<file path="config.mk">
export PLATFORM = sky130hd
export DESIGN_NAME = wave_sched
export DESIGN_NICKNAME = d
export VERILOG_FILES = /design/src/rtl/radar_timing_pkg.sv /design/src/rtl/wave_prof_ram.sv /design/src/rtl/wave_sched.sv
export SDC_FILE = /design/constraint.sdc
export NUM_CORES = 1
export LEC_CHECK = 0
export CELL_PAD_IN_SITES_DETAIL_PLACEMENT = 2
export CELL_PAD_IN_SITES_GLOBAL_PLACEMENT = 2
export CORE_MARGIN = 4
export CORE_UTILIZATION = 45
export CTS_CLUSTER_DIAMETER = 150
export CTS_CLUSTER_SIZE = 10
export DETAILED_ROUTE_END_ITERATION = 12
export PLACE_DENSITY = 0.93
export SLEW_MARGIN = 20
export SYNTH_ARGS = -nofsm -noshare
export SYNTH_HDL_FRONTEND = slang
export SYNTH_HIERARCHICAL = 1
export SYNTH_SLANG_ARGS = --single-unit
</file>
<file path="constraint.sdc">
create_clock -name sys_clk -period 41.3 [get_ports sys_clk]
set_clock_uncertainty 0.1 [all_clocks]
set_input_delay 12.39 -clock sys_clk [delete_from_list [all_inputs] [get_ports sys_clk]]
set_output_delay 12.39 -clock sys_clk [all_outputs]
set_load 0.05 [all_outputs]
</file>
<file path="src/rtl/radar_timing_pkg.sv">
// Shared types for the radar timing path: waveform profile layout, its power-on
// default and the CPI scheduler state encoding.
package radar_timing_pkg;

    typedef struct packed {
        logic [31:0] cpi_delay;
        logic [15:0] pri_period;
        logic [7:0]  pri_num;
        logic [7:0]  pri_pulse_width;
        logic [15:0] start_sample;
        logic [15:0] sample_length;
        logic [7:0]  wave_code;
        logic        first_chirp_dis;
    } prof_t;

    localparam prof_t PROF_DEFAULT = '{
        cpi_delay:       32'd750,
        pri_period:      16'd5275,
        pri_num:         8'd32,
        pri_pulse_width: 8'd50,
        start_sample:    16'd1000,
        sample_length:   16'd4125,
        wave_code:       8'd0,
        first_chirp_dis: 1'b0
    };

    typedef enum logic [1:0] {IDLE, ARM, RUN, DRAIN} state_t;

endpackage

</file>
<file path="src/rtl/wave_prof_ram.sv">
// Waveform profile table: synchronous write, asynchronous read, every entry
// returns to the default profile on reset.
module wave_prof_ram
    import radar_timing_pkg::*;
#(
    parameter int unsigned N_PROF = 4,
    parameter int unsigned IW     = 2
) (
    input  logic          sys_clk,
    input  logic          rst,
    input  logic          wr_en,
    input  logic [IW-1:0] wr_idx,
    input  prof_t         wr_data,
    input  logic [IW-1:0] rd_idx,
    output prof_t         rd_data
);

    // Full power-of-two depth keeps indexing in range; slots >= N_PROF never take writes.
    localparam int unsigned Depth = 1 << IW;

    prof_t mem_q [Depth];
    prof_t mem_d [Depth];

    always_comb begin
        mem_d = mem_q;
        if (wr_en && (32'(wr_idx) < N_PROF)) begin
            mem_d[wr_idx] = wr_data;
        end
    end

    always_ff @(posedge sys_clk or posedge rst) begin
        if (rst) begin
            for (int i = 0; i < Depth; i++) begin
                mem_q[i] <= PROF_DEFAULT;
            end
        end else begin
            for (int i = 0; i < Depth; i++) begin
                mem_q[i] <= mem_d[i];
            end
        end
    end

    assign rd_data = mem_q[rd_idx];

endmodule

</file>
<file path="src/rtl/wave_sched.sv">
// CPI-level waveform scheduler: steps through the profile table on CPIE and gates
// the timing generator run enable so it only starts and stops on CPI boundaries.
module wave_sched
    import radar_timing_pkg::*;
#(
    parameter int unsigned N_PROF = 4,
    localparam int unsigned IW    = $clog2(N_PROF)
) (
    input  logic          sys_clk,
    input  logic          rst,
    input  logic          cfg_wr,
    input  logic [IW-1:0] cfg_idx,
    input  logic [104:0]  cfg_prof,
    input  logic          start,
    input  logic          stop,
    input  logic [IW:0]   seq_len,
    input  logic          loop_en,
    input  logic [15:0]   cpi_limit,
    input  logic          cpie,
    output logic [31:0]   cpi_delay,
    output logic [15:0]   pri_period,
    output logic [7:0]    pri_num,
    output logic [7:0]    pri_pulse_width,
    output logic [15:0]   start_sample,
    output logic [15:0]   sample_length,
    output logic [7:0]    wave_code,
    output logic          first_chirp_disable,
    output logic          tmg_run,
    output logic          busy,
    output logic [IW-1:0] prof_idx,
    output logic [15:0]   cpi_cnt,
    output logic          done,
    output logic          cfg_err
);

    state_t        state_q, state_d;
    logic [1:0]    arm_cnt_q, arm_cnt_d;
    logic          stop_q, stop_d;
    logic [IW:0]   seq_len_q, seq_len_d;
    logic          loop_en_q, loop_en_d;
    logic [15:0]   cpi_limit_q, cpi_limit_d;
    prof_t         prof_q, prof_d;
    logic [IW-1:0] prof_idx_q, prof_idx_d;
    logic [15:0]   cpi_cnt_q, cpi_cnt_d;
    logic          tmg_run_q, tmg_run_d;
    logic          done_q, done_d;
    logic          cfg_err_q, cfg_err_d;
    logic          cpie_q, cpie_qq;

    logic          rise, fall;
    logic          seq_valid;
    logic [IW:0]   idx_plus1;
    logic [15:0]   cnt_inc;
    logic          limit_hit, more, run_end;
    logic          load;
    logic [IW-1:0] rd_idx;
    prof_t         rd_prof;

    wave_prof_ram #(
        .N_PROF (N_PROF),
        .IW     (IW)
    ) u_ram (
        .sys_clk (sys_clk),
        .rst     (rst),
        .wr_en   (cfg_wr),
        .wr_idx  (cfg_idx),
        .wr_data (prof_t'(cfg_prof)),
        .rd_idx  (rd_idx),
        .rd_data (rd_prof)
    );

    assign rise      = cpie_q & ~cpie_qq;
    assign fall      = ~cpie_q & cpie_qq;
    assign seq_valid = (seq_len != '0) && (32'(seq_len) <= N_PROF);
    assign idx_plus1 = {1'b0, prof_idx_q} + (IW+1)'(1);
    assign cnt_inc   = cpi_cnt_q + 16'd1;
    assign limit_hit = (cpi_limit_q != '0) && (cnt_inc == cpi_limit_q);
    assign more      = idx_plus1 < seq_len_q;
    assign run_end   = stop_q || limit_hit || (!more && !loop_en_q);

    // Kept apart from the FSM block so the table read path does not loop through it.
    always_comb begin
        load   = 1'b0;
        rd_idx = '0;
        if (state_q == IDLE) begin
            load = start && seq_valid;
        end else if ((state_q == RUN) && rise && !run_end) begin
            load = 1'b1;
            if (more) begin
                rd_idx = idx_plus1[IW-1:0];
            end
        end
    end

    always_comb begin
        state_d     = state_q;
        arm_cnt_d   = arm_cnt_q;
        stop_d      = stop_q;
        seq_len_d   = seq_len_q;
        loop_en_d   = loop_en_q;
        cpi_limit_d = cpi_limit_q;
        prof_d      = prof_q;
        prof_idx_d  = prof_idx_q;
        cpi_cnt_d   = cpi_cnt_q;
        tmg_run_d   = tmg_run_q;
        done_d      = 1'b0;
        cfg_err_d   = 1'b0;

        unique case (state_q)
            IDLE: begin
                if (start) begin
                    if (seq_valid) begin
                        seq_len_d   = seq_len;
                        loop_en_d   = loop_en;
                        cpi_limit_d = cpi_limit;
                        cpi_cnt_d   = '0;
                        arm_cnt_d   = '0;
                        stop_d      = stop;
                        state_d     = ARM;
                    end else begin
                        cfg_err_d = 1'b1;
                    end
                end
            end
            ARM: begin
                if (stop) stop_d = 1'b1;
                // Three cycles lets the generator's parameter sampling settle.
                if (arm_cnt_q == 2'd2) begin
                    tmg_run_d = 1'b1;
                    state_d   = RUN;
                end else begin
                    arm_cnt_d = arm_cnt_q + 2'd1;
                end
            end
            RUN: begin
                if (stop) stop_d = 1'b1;
                if (rise) begin
                    cpi_cnt_d = cnt_inc;
                    if (run_end) state_d = DRAIN;
                end
            end
            DRAIN: begin
                if (fall) begin
                    tmg_run_d = 1'b0;
                    done_d    = 1'b1;
                    stop_d    = 1'b0;
                    state_d   = IDLE;
                end
            end
            default: state_d = IDLE;
        endcase

        if (load) begin
            prof_d     = rd_prof;
            prof_idx_d = rd_idx;
        end
    end

    always_ff @(posedge sys_clk or posedge rst) begin
        if (rst) begin
            state_q     <= IDLE;
            arm_cnt_q   <= '0;
            stop_q      <= 1'b0;
            seq_len_q   <= '0;
            loop_en_q   <= 1'b0;
            cpi_limit_q <= '0;
            prof_q      <= PROF_DEFAULT;
            prof_idx_q  <= '0;
            cpi_cnt_q   <= '0;
            tmg_run_q   <= 1'b0;
            done_q      <= 1'b0;
            cfg_err_q   <= 1'b0;
            cpie_q      <= 1'b0;
            cpie_qq     <= 1'b0;
        end else begin
            state_q     <= state_d;
            arm_cnt_q   <= arm_cnt_d;
            stop_q      <= stop_d;
            seq_len_q   <= seq_len_d;
            loop_en_q   <= loop_en_d;
            cpi_limit_q <= cpi_limit_d;
            prof_q      <= prof_d;
            prof_idx_q  <= prof_idx_d;
            cpi_cnt_q   <= cpi_cnt_d;
            tmg_run_q   <= tmg_run_d;
            done_q      <= done_d;
            cfg_err_q   <= cfg_err_d;
            cpie_q      <= cpie;
            cpie_qq     <= cpie_q;
        end
    end

    assign cpi_delay           = prof_q.cpi_delay;
    assign pri_period          = prof_q.pri_period;
    assign pri_num             = prof_q.pri_num;
    assign pri_pulse_width     = prof_q.pri_pulse_width;
    assign start_sample        = prof_q.start_sample;
    assign sample_length       = prof_q.sample_length;
    assign wave_code           = prof_q.wave_code;
    assign first_chirp_disable = prof_q.first_chirp_dis;
    assign tmg_run             = tmg_run_q;
    assign busy                = (state_q != IDLE);
    assign prof_idx            = prof_idx_q;
    assign cpi_cnt             = cpi_cnt_q;
    assign done                = done_q;
    assign cfg_err             = cfg_err_q;

endmodule

</file>
==> impl_metrics.py <==
metrics = {
    "floorplan": {
        "core_mm2": 0.0551,
        "io_pins": 260,
        "fp.dieArea_mm2": 0.0596,
        "rows": 86,
        "die_h_um": 244,
        "initial_core_util": 0.455,
        "die_width_um": 244,
    },
    "clock_tree": {
        "cts_setup_buffers": 0,
        "tritoncts": "done",
        "cts_buffers": 67,
        "cts_root_buf": "clkbuf_16",
        "ctsResizeCount": 0,
        "htree_levels": 3,
        "worstSkewPairLatency_ns": 0.58,
        "holdBufCountCts": 0,
        "path_clk_slew_ns": 0.06,
        "clock_path_buffers": 3,
        "clock_sinks": 573,
    },
    "yosys": {
        "syn_inst": 1527,
        "synth-simple-area-share": 0.0222,
        "syn_area_mm2": 0.0251,
        "synth_compound_area_frac": 0.0182,
        "synthFlopType": "dfrtp_1",
        "synth_fa_ha_area_frac": 0.00449,
        "synth_edf_count": 0,
        "synth_cell_type_count": 56,
        "async_flop_share": 1.00,
        "synth.avg_cell_area_um2": 16.4,
        "synth_top_family_by_area": "multiplexers",
        "seq_area_frac_synth": 0.579,
        "synth_nets": 1669,
        "ys_warn_count": 6,
        "synth.area.mux_share": 0.344,
        "synth_xor_area_frac": 0.00628,
        "synth-seq-cells": 573,
    },
    "drt": {
        "dr_total_vias": 14700,
        "drt_iter0_markers": 685,
        "ant_nets": 0,
        "drtPass1Iterations": 4,
        "avgViaCountPerCell": 5.66,
        "route.detailed.drc": 0,
        "wl_mm": 76.8,
        "wl_per_cell_um": 29.7,
    },
    "timing": {
        "slew_headroom": 0.282,
        "fin_tns_setup_ns": 0,
        "rsz0062_at_grt": "no",
        "hold_viol_final": 0,
        "min_period_ns": 15.62,
        "report.final.slew_viol_count": 0,
        "setup_viol": 0,
        "finalCritPeriodShare": 0.378,
        "fmax_ghz": 0.0640,
        "max_slew.worst_pin.slew_ns": 1.08,
    },
    "critical_path": {
        "worstSetupStartpointType": "input pin",
        "required_ns": 41.65,
        "worstSetupPathType": "input pin to register",
        "slowest_delay_ns": 0.76,
        "crit_family": "buffers and inverters",
        "arrival_ns": 15.98,
        "crit_slowest_cell": "buf_4",
        "crit_buf_inv": 3,
        "cp_cell_sequence": "clkdlybuf4s50_1 -> nor2_1 -> xnor2_1 -> nand3_1 -> nand2b_4 -> buf_4 -> buf_4 -> mux2_2",
        "crit_fanout": 44,
        "cpMostUsedCell": "buf_4",
        "crit_path_end_kind": "register",
    },
    "layout": {
        "mostFrequentLayoutCells": "mux2_2, dfrtp_1, clkdlybuf4s50_1",
        "nets": 1923,
        "area_growth_pct": 20.7,
        "drive_above_1_share": 0.465,
        "final_cells": 2587,
        "fin_area_mm2": 0.0303,
        "final_common_cell": "mux2_2",
        "final_core_util": 0.550,
    },
    "global_route": {
        "grt_overflow": 0,
        "antenna_found_initial": 13,
        "first_global_vias": 17700,
        "grt_pass1_wl_mm": 118,
        "grt.total_usage": 0.259,
        "grt_max_degree": 153,
    },
    "pwr": {
        "ir_drop_mv": 0.0480,
        "finalPower_mw": 2.08,
        "clockPowerShare": 0.271,
        "switching_power_mw": 0.730,
        "swShare": 0.351,
        "power_density_mw_per_mm2": 68.6,
        "power_leakage_nw": 12.1,
        "pwr-share-seq": 0.408,
        "cell_internal_pwr_mw": 1.35,
        "combPwrFrac": 0.322,
    },
    "place": {
        "dp.cells": 2459,
        "portBuffers": 259,
        "gp_congestion": 0.799,
        "hpwl_mm": 45.7,
        "place_area_mm2": 0.0282,
    },
    "run": {
        "maxCapViolations": 0,
    },
    "hold_path": {
        "hold_path_class": "register to register",
    },
    "run_status": {
        "outcome": "completed",
    },
}
## power by group through the flow
stage	Combinational [mW]	Sequential, mW	Clock, mW
finish	0.668	0.848	0.562
global route	0.702	0.863	0.607
CTS	0.675	0.848	0.579
detailed placement	0.661	0.846	0
global placement	0.629	0.824	0
floorplan	0.268	0.992	0
## metal layers
layer,wire (um),vias up,global-route usage
li1,-,6190,-
met1,30100,7973,0.314
met2,41000,348,0.470
met3,3930,125,0.0564
met4,1640,18,0.0662
met5,165,-,0.00735
## worst paths after layout
check,from,end,slack (ns),cells after the start
setup / recovery,seq_len[0],cpi_delay[0],25.68,8
max in group asynchronous,rst,u_ram/mem_q[187],25.71,6
min in group asynchronous,rst,pri_period[8],12.32,2
setup reg to reg,cpi_cnt[0],cpi_delay[0],36.33,11
hold reg to reg,cpie_q,cpie_qq,0.29,0
hold / removal,cpie_q,cpie_qq,0.29,0
## metrics by stage
step	setup slack [ns]	hold slack [ns]
floorplan	17.31	0.259
global placement	24.87	0.277
detailed placement	24.60	0.281
CTS	25.22	0.298
global route	25.26	0.316
finish	25.68	0.293
## state kept, by name (all words and copies together), names as in the netlist, 2 cells and up
| register | flops |
|---|---|
| arm_cnt_q | 2 |
| cpi_cnt | 16 |
| cpi_delay | 32 |
| cpi_limit_q | 16 |
| pri_num | 8 |
| pri_period | 16 |
| pri_pulse_width | 8 |
| prof_idx | 2 |
| sample_length | 16 |
| seq_len_q | 3 |
| start_sample | 16 |
| state_q | 2 |
| u_ram/mem_q | 420 |
| wave_code | 8 |
## cells in the mapped netlist, types with 5 or more instances
library cell	instances	area share
nor2_1	13	0.0019
mux4_2	105	0.094
nand2_1	20	0.0030
a21oi_1	16	0.0032
ha_1	9	0.0045
mux2_1	50	0.022
dfrtp_1	428	0.43
buf_2	62	0.012
buf_4	18	0.0054
and4_1	8	0.0028
nand3_1	12	0.0024
xnor2_1	14	0.0049
buf_6	5	0.0022
o21ai_0	25	0.0050
nand4_1	9	0.0022
mux2_2	467	0.21
inv_1	17	0.0025
o31ai_1	10	0.0030
mux2_4	28	0.017
dfstp_2	145	0.15
## kinds of logic (layout without fill, tap and decap cells)
kind of cell / count (synthesis) / count (layout)
xor gates and xnor gates: 18 / 18
adders and majority gates: 9 / 9
buffers and inverters: 111 / 418
muxes: 652 / 652
AOI/OAI and AO/OA: 71 / 71
other: 0 / 5
DFF: 573 / 573
and+or+nand+nor: 93 / 93
## area by class of cell
| type | count | area [um2] |
|---|---|---|
| Sequential cell | 573 | 14500 |
| Inverter | 17 | 81.3 |
| Clock buffer | 121 | 2010 |
| Fill cell | 4782 | 24800 |
| Multi-Input combinational cell | 843 | 9940 |
| Timing Repair Buffer | 279 | 2770 |
| Tap cell | 748 | 936 |
| Clock inverter | 1 | 8.76 |
| Antenna cell | 5 | 12.5 |
Note: power is estimated with default switching activity, not from simulation.
